### config.mk
export PLATFORM = sky130hd
export DESIGN_NAME = bomb_drop_sched
export DESIGN_NICKNAME = d
export VERILOG_FILES = /design/src/rtl/bomb_drop_sched.sv
export SDC_FILE = /design/constraint.sdc
export NUM_CORES = 1
export LEC_CHECK = 0
export BUFFER_PORTS_ARGS = -buffer_cell sky130_fd_sc_hd__buf_4
export CAP_MARGIN = 15
export CORE_UTILIZATION = 40
export DETAILED_ROUTE_END_ITERATION = 8
export MAX_ROUTING_LAYER = met4
export PLACE_DENSITY = 0.56
export RECOVER_POWER = 50
export SLEW_MARGIN = 20
export SYNTH_ARGS = -nofsm -noshare
export SYNTH_HDL_FRONTEND = slang
export SYNTH_SLANG_ARGS = --single-unit
### constraint.sdc
create_clock -name clk -period 11 [get_ports clk]
set_input_delay 0.55 -clock clk [delete_from_list [all_inputs] [get_ports clk]]
set_output_delay 0.55 -clock clk [all_outputs]
set_load 0.05 [all_outputs]
### src/rtl/bomb_drop_sched.sv
// Mad-bomber drop scheduler: walks the bomber to random LFSR-chosen columns on frame
// ticks and hands each bomb to the sprite engine over a valid/ready handshake.
module bomb_drop_sched #(
  parameter int X_MIN      = 64,
  parameter int COL_W      = 16,
  parameter int X_RESET    = 312,
  parameter int WAVE_BOMBS = 16,
  parameter int DROP_GAP   = 8
) (
  input  logic       clk,
  input  logic       rst,
  input  logic       start,
  input  logic       abort,
  input  logic       frame_tick,
  input  logic [1:0] level,
  input  logic [4:0] rand_data,
  input  logic       rand_bit,
  input  logic       bomb_ready,
  output logic       bomb_valid,
  output logic [9:0] bomb_x,
  output logic [9:0] bomber_x,
  output logic [5:0] bombs_left,
  output logic       busy,
  output logic       wave_done
);

  typedef enum logic [2:0] {IDLE, PICK, MOVE, DROP, GAP} state_t;

  state_t     state_r, state_s;
  logic [9:0] target_r, target_s;
  logic [7:0] gap_r, gap_s;
  logic [9:0] bomber_x_s, bomb_x_s;
  logic       bomb_valid_s, busy_s, wave_done_s;
  logic [5:0] bombs_left_s;
  logic [9:0] step_s, dist_s;
  logic [7:0] gap_base_s, gap_sub_s;

  // Next-state and next-output logic; abort overrides everything outside IDLE.
  always_comb begin
    state_s      = state_r;
    target_s     = target_r;
    gap_s        = gap_r;
    bomber_x_s   = bomber_x;
    bomb_x_s     = bomb_x;
    bomb_valid_s = bomb_valid;
    bombs_left_s = bombs_left;
    wave_done_s  = 1'b0;
    step_s       = {8'd0, level} + 10'd1;
    dist_s       = (target_r >= bomber_x) ? (target_r - bomber_x) : (bomber_x - target_r);
    gap_base_s   = 8'(DROP_GAP) + {7'd0, rand_bit};
    gap_sub_s    = {5'd0, level, 1'b0};

    case (state_r)
      IDLE: begin
        if (start) begin
          bombs_left_s = 6'(WAVE_BOMBS);
          state_s      = PICK;
        end else begin
          state_s = IDLE;
        end
      end
      PICK: begin
        target_s = 10'(X_MIN) + 10'(rand_data) * 10'(COL_W);
        state_s  = MOVE;
      end
      MOVE: begin
        if (frame_tick) begin
          if (dist_s <= step_s) begin
            bomber_x_s = target_r;
            state_s    = DROP;
          end else if (target_r > bomber_x) begin
            bomber_x_s = bomber_x + step_s;
          end else begin
            bomber_x_s = bomber_x - step_s;
          end
        end else begin
          state_s = MOVE;
        end
      end
      DROP: begin
        // First DROP cycle registers the bomb; ticks are ignored so the bomber freezes.
        if (!bomb_valid) begin
          bomb_valid_s = 1'b1;
          bomb_x_s     = bomber_x;
        end else if (bomb_ready) begin
          bomb_valid_s = 1'b0;
          bombs_left_s = bombs_left - 6'd1;
          if (bombs_left == 6'd1) begin
            wave_done_s = 1'b1;
            state_s     = IDLE;
          end else begin
            gap_s   = (gap_base_s > gap_sub_s) ? (gap_base_s - gap_sub_s) : 8'd1;
            state_s = GAP;
          end
        end else begin
          state_s = DROP;
        end
      end
      GAP: begin
        if (frame_tick) begin
          if (gap_r <= 8'd1) begin
            gap_s   = 8'd0;
            state_s = PICK;
          end else begin
            gap_s = gap_r - 8'd1;
          end
        end else begin
          state_s = GAP;
        end
      end
      default: begin
        state_s = IDLE;
      end
    endcase

    if (abort && (state_r != IDLE)) begin
      state_s      = IDLE;
      bomb_valid_s = 1'b0;
      bombs_left_s = 6'd0;
      wave_done_s  = 1'b0;
      gap_s        = 8'd0;
    end else begin
      state_s = state_s;
    end

    busy_s = (state_s != IDLE);
  end

  // State and registered outputs.
  always_ff @(posedge clk or negedge rst) begin
    if (!rst) begin
      state_r    <= IDLE;
      target_r   <= 10'(X_RESET);
      gap_r      <= 8'd0;
      bomber_x   <= 10'(X_RESET);
      bomb_x     <= 10'd0;
      bomb_valid <= 1'b0;
      bombs_left <= 6'd0;
      busy       <= 1'b0;
      wave_done  <= 1'b0;
    end else begin
      state_r    <= state_s;
      target_r   <= target_s;
      gap_r      <= gap_s;
      bomber_x   <= bomber_x_s;
      bomb_x     <= bomb_x_s;
      bomb_valid <= bomb_valid_s;
      bombs_left <= bombs_left_s;
      busy       <= busy_s;
      wave_done  <= wave_done_s;
    end
  end

endmodule

; ---- After elaboration in Yosys (flattened, before gate mapping)
; Index checks and enable logic that the tools add are counted.
[totals]
reg_bits = 50
out_inout_bits = 29
wordCells = 81
input_bits = 14
[op_classes]
n_eq_ne = 10
reduce_logical = 11
bitwise_logic = 1
n_lt_le_gt_ge = 5
add_sub_neg = 10
mux = 35
[ops]
columns = operator, n
row1 = 8-bit two-way mux, 7
row2 = 10-bit two-way mux, 3
row3 = 3-bit two-way mux, 8
row4 = 6-bit two-way mux, 4
row5 = 10-bit subtractor, 2
row6 = 8-bit one-hot mux with 2 select lines, 1
row7 = "3-bit inequality test, second input constant", 5
row8 = 3-bit one-hot mux with 5 select lines, 1
row9 = 6-bit one-hot mux with 2 select lines, 1
row10 = 3-bit nonzero test, 4
row11 = 10-bit by 3-bit adder with 10-bit output, 1
row12 = "7-bit by 9-bit adder with 10-bit output, first input constant", 1
row13 = 10-bit greater-or-equal comparator, 1
row14 = 10-bit > comparator, 1
row15 = 10-bit by 3-bit less-or-equal comparator with 1-bit output, 1
row16 = 1-bit two-way mux, 10
row17 = 10-bit by 3-bit subtractor with 10-bit output, 1
row18 = "8-bit by 1-bit less-or-equal comparator with 1-bit output, second input constant", 1
row19 = "8-bit by 1-bit subtractor with 8-bit output, second input constant", 1
row20 = "3-bit by 2-bit equality test with 1-bit output, second input constant", 2
row21 = "6-bit by 1-bit equality test with 1-bit output, second input constant", 1
row22 = 5-bit by 3-bit subtractor with 6-bit output, 1
row23 = "6-bit by 1-bit subtractor with 6-bit output, second input constant", 1
row24 = "4-bit by 1-bit adder with 5-bit output, first input constant", 1
row25 = other kinds (11), 12

; ---- Depth between registers and ports, before layout
[logic_depth]
depth_word = 8
depth_mapped = 20
ltp_nobuf = 20

; ---- Least setup slack after synthesis
; No wires, ideal clock.
[synth_timing]
kind = register to register
from = reg bomber_x[5]
to = reg bomber_x[9]
t_arrival_ns = 4.088
path_stages_with_launch = 21
setup_ns = 0.080
required_time_ns = 10.920
path_slack_ns = 6.832
cell_sequence = dfstp_2 > inv_1 > ha_1 > nor2b_1 > nand4_1 > a311oi_2 > nor2_2 > nor2_1 > inv_1 > nor2_1 > xnor2_1 > inv_1 > ha_1 > nor2b_1 > o2111ai_1 > a31oi_1 > a21o_1 > a21oi_1 > xnor2_1 > or4_4 > o211ai_2
[synth_between]
elab_chain_len = 4
[synth_lines]
columns = element, line
row1 = "start, declared", 21  ; output logic [9:0] bomber_x,
row2 = "start signal, assigned", 135  ; bomber_x <= 10'(X_RESET);
row3 = "start signal, assigned", 145  ; bomber_x <= bomber_x_s;
row4 = 10-bit subtractor or 10-bit greater-or-equal comparator (tied branches), 49  ; dist_s = (target_r >= bomber_x) ? (target_r - bomber_x) : (bomber_x - target_r);
row5 = 10-bit two-way mux, 49
row6 = 10-bit by 3-bit less-or-equal comparator with 1-bit output, 68  ; if (dist_s <= step_s) begin
row7 = 10-bit two-way mux (*), 68
; Every way passes the cells marked *; elsewhere a longest branch is shown, timed or not.
; A chain may end at the register's enable or synchronous reset.

; ---- Worst setup path after layout
[layout_timing]
from = reg bomber_x[4]
to = reg bomber_x[9]
; Same word-level chain as after synthesis.

==> impl_metrics.ini <==
[critical_path]
cp_max_fo = 8
r2r_start = bomber_x[4]
r2r-end = bomber_x[9]
worstPathArrival_ns = 4.64
critical_path_required_ns = 11.24
critPathLaunchType = flop
criticalPathCategory = reg2reg
endpoint_kind = flop
reg2reg_depth = 20
ff2ff_setup_slack_ns = 6.60

[detailed_routing]
wl_mm = 8.29
wl_per_cell_um = 15.0
dr.pass1.iters = 4
num_vias = 3013
dr.first_iter.drc_count = 142
postRouteAntennaNets = 0
drc_errors = 0
viasPerCell = 5.45

[clock_tree]
postCtsSetupRepairBufs = 0
cts_buffers = 5
clk_pin_slew_ns = 0.09
insertion_delay_ns = 0.31
h-tree-depth = 2
cts_root_buffer = clkbuf_8
cts_buffer_depth = 2
cts_resized = 0
hold_buffers = 0
cts_sinks = 47
cts_tree = done

[run_status]
violations = max-capacitance violations, max-slew violations
outcome = finished, violations left

[hold_path]
holdPathStages = 2
hold_path_end = target_r[6]
hold_class = in2reg
hold_start = rand_data[2]

[finish]
layout_common_cells = nor2_1, dfrtp_1, nand2_1
nets = 492
layout-drive-gt1-share_pct = 17.3
final_cells = 553
layout-area-overhead-vs-synth_pct = 13.3
num_antenna_cells = 0

[pwr]
power_frac_seq_pct = 22.9
p_clk_share_pct = 9.8
internal_power_mw = 0.666
p_comb_share_pct = 67.2
p_per_area_mw_per_mm2 = 343
p_sw_share_pct = 51.8
vdd_drop_max_mv = 0.116
power.leakage_nw = 1.77
finalPower_mw = 1.38
p_switching_mw = 0.715

[floorplanning]
die_x_um = 96.3
rows = 34
die_y_um = 96.3
initial_core_util_pct = 41.0
coreArea_mm2 = 0.00868
ioPinCount = 43
dieArea_mm2 = 0.00927

[timing]
hold_viol = 0
slew_viol_final = 48
worst_slew_pin_slew_ns = 2.61
period_needed_ns = 4.40
hold_slack_ns = 0.415
tns_ns = 0
clock.fmax_mhz = 227
fin_crit_sh_pct = 40.0
setup_viol = 0
finClkSkew_ns = 0.00671
worst_slack_ns = 6.60
rsz0062_at_grt = no
slew_headroom_pct = -74.1

[logic_synthesis]
yosys.cell_types.count = 60
synth-async-reset-ratio_pct = 100
synth.avg_cell_area_um2 = 8.78
yosys_warnings = 0
synth-edff-count = 0
synthCells = 405
netlist_area_mm2 = 0.00356
synth_fp_nets = 453
yosys_register_bits = 47
ys_seq_area_share_pct = 33.3
synth_ff_type = dfrtp_1

[global_routing]
grt-ovfl-total = 0
grt_max_degree = 48
grt_pass1_vias = 2836
grt_usage_pct = 20.0
grt_pass1_wl_mm = 13.7
antenna_found_initial = 0

[placement]
dp_hpwl_mm = 6.24
place.gp.congestion = 0.918
io_buffers = 42
place_inst = 545
dpl_worst_slack_ns = 6.61

[flow_run]
cap_violations = 1
worst max-delay path: stages, from the launching register on:
cell       delay, ns
dfstp_2         0.60
inv_1           0.09
ha_1            0.37
and2_1          0.20
o21ai_2         0.17
a311oi_2        0.13
nor2_2          0.34
nor2_1          0.11
inv_1           0.14
nor2_1          0.07
xnor2_1         0.23
inv_1           0.07
ha_1            0.26
nor2b_1         0.14
o2111ai_1       0.23
a31oi_1         0.17
a21o_1          0.20
a21oi_1         0.18
xnor2_1         0.10
or4_4           0.42
o211ai_2        0.08
worst max path at each step:
stage	slack (ns)	startpoint	cells after the start	end
2_1_floorplan	6.83	bomber_x[5]	20	bomber_x[9]
6_report	6.60	bomber_x[4]	20	bomber_x[9]
3_3_place_gp	6.75	bomber_x[4]	20	bomber_x[9]
3_5_place_dp	6.61	bomber_x[4]	20	bomber_x[9]
5_1_grt	6.26	bomber_x[4]	20	bomber_x[9]
4_1_cts	6.61	bomber_x[4]	20	bomber_x[9]
synthesized netlist by cell type (2+ instances only):
master    count  area [um2]
fa_1          2        40.0
o211ai_1      2        15.0
and2_1        3        18.8
nor4_1        3        18.8
or4_1         2        15.0
xnor2_1       4        35.0
o21ai_1       5        25.0
o31ai_1       8        60.1
dfrtp_1      39         976
mux2_2       11         124
mux2i_1       4        40.0
o41ai_1       3        26.3
a31oi_1       6        37.5
inv_1        31         116
clkbuf_1      8        30.0
nor2_1       40         150
o22a_1        2        17.5
nand2b_1     11        68.8
nor3_1       10        50.1
or2_2         5        31.3
nand3_1       5        25.0
xor2_1        8        70.1
o21ai_0      34         170
a31o_2        2        17.5
a21o_1        4        30.0
nand3b_1      3        22.5
a21boi_0      2        15.0
nand4_1       5        31.3
or3_1         4        25.0
nand2_1      34         128
dfstp_2       8         210
nor2b_1       9        56.3
a21oi_1      27         135
ha_1         32         400
nor3b_1       4        30.0
through the flow:
step | cell area (um2) | util, %
3_3_place_gp | 3960 | 45.6
6_report | 4030 | 46.4
4_1_cts | 4080 | 47.0
2_1_floorplan | 3560 | -
3_5_place_dp | 3960 | 45.6
5_1_grt | 4030 | 46.4
final cells by class:
cell class / instances / area [um2]
clock inverter: 2 / 35.0
timing repair buffer: 42 / 263
inverter: 31 / 116
clock buffer: 6 / 82.6
fill: 889 / 4650
tap: 108 / 135
multi-input combinational: 317 / 2210
sequential: 47 / 1190
flip-flops by register name (all words and copies together), names as in the netlist, 3 cells and up:
signal and count:
bomber_x 10, gap_r 8, state_r 3, bombs_left 6, bomb_x 10, target_r 7
routing by layer:
metal / up-vias / global-route usage, % / routed length [um]
met2: 54 / 32.0 / 3970
met1: 1433 / 25.9 / 3890
met4: 0 / 6.99 / 193
met3: 14 / 2.69 / 233
li1: 1512 / - / -
met5: - / - / 0
cells by family after synthesis:
family,share of synthesized area [%]
AOI/OAI and AO/OA,19.6
buffers and inverters,4.57
and+or+nand+nor,21.8
DFF,33.3
muxes,5.03
adders and majority gates,12.7
xor gates and xnor gates,2.95
power groups by stage:
stage	sequential, mW	combinational [mW]	clock [mW]
floorplan	0.430	0.616	0
global placement	0.320	0.939	0
finish	0.316	0.928	0.136
detailed placement	0.321	0.941	0
global route	0.330	1.03	0.149
CTS	0.319	0.944	0.138
Note: power is estimated with default switching activity, not from simulation.
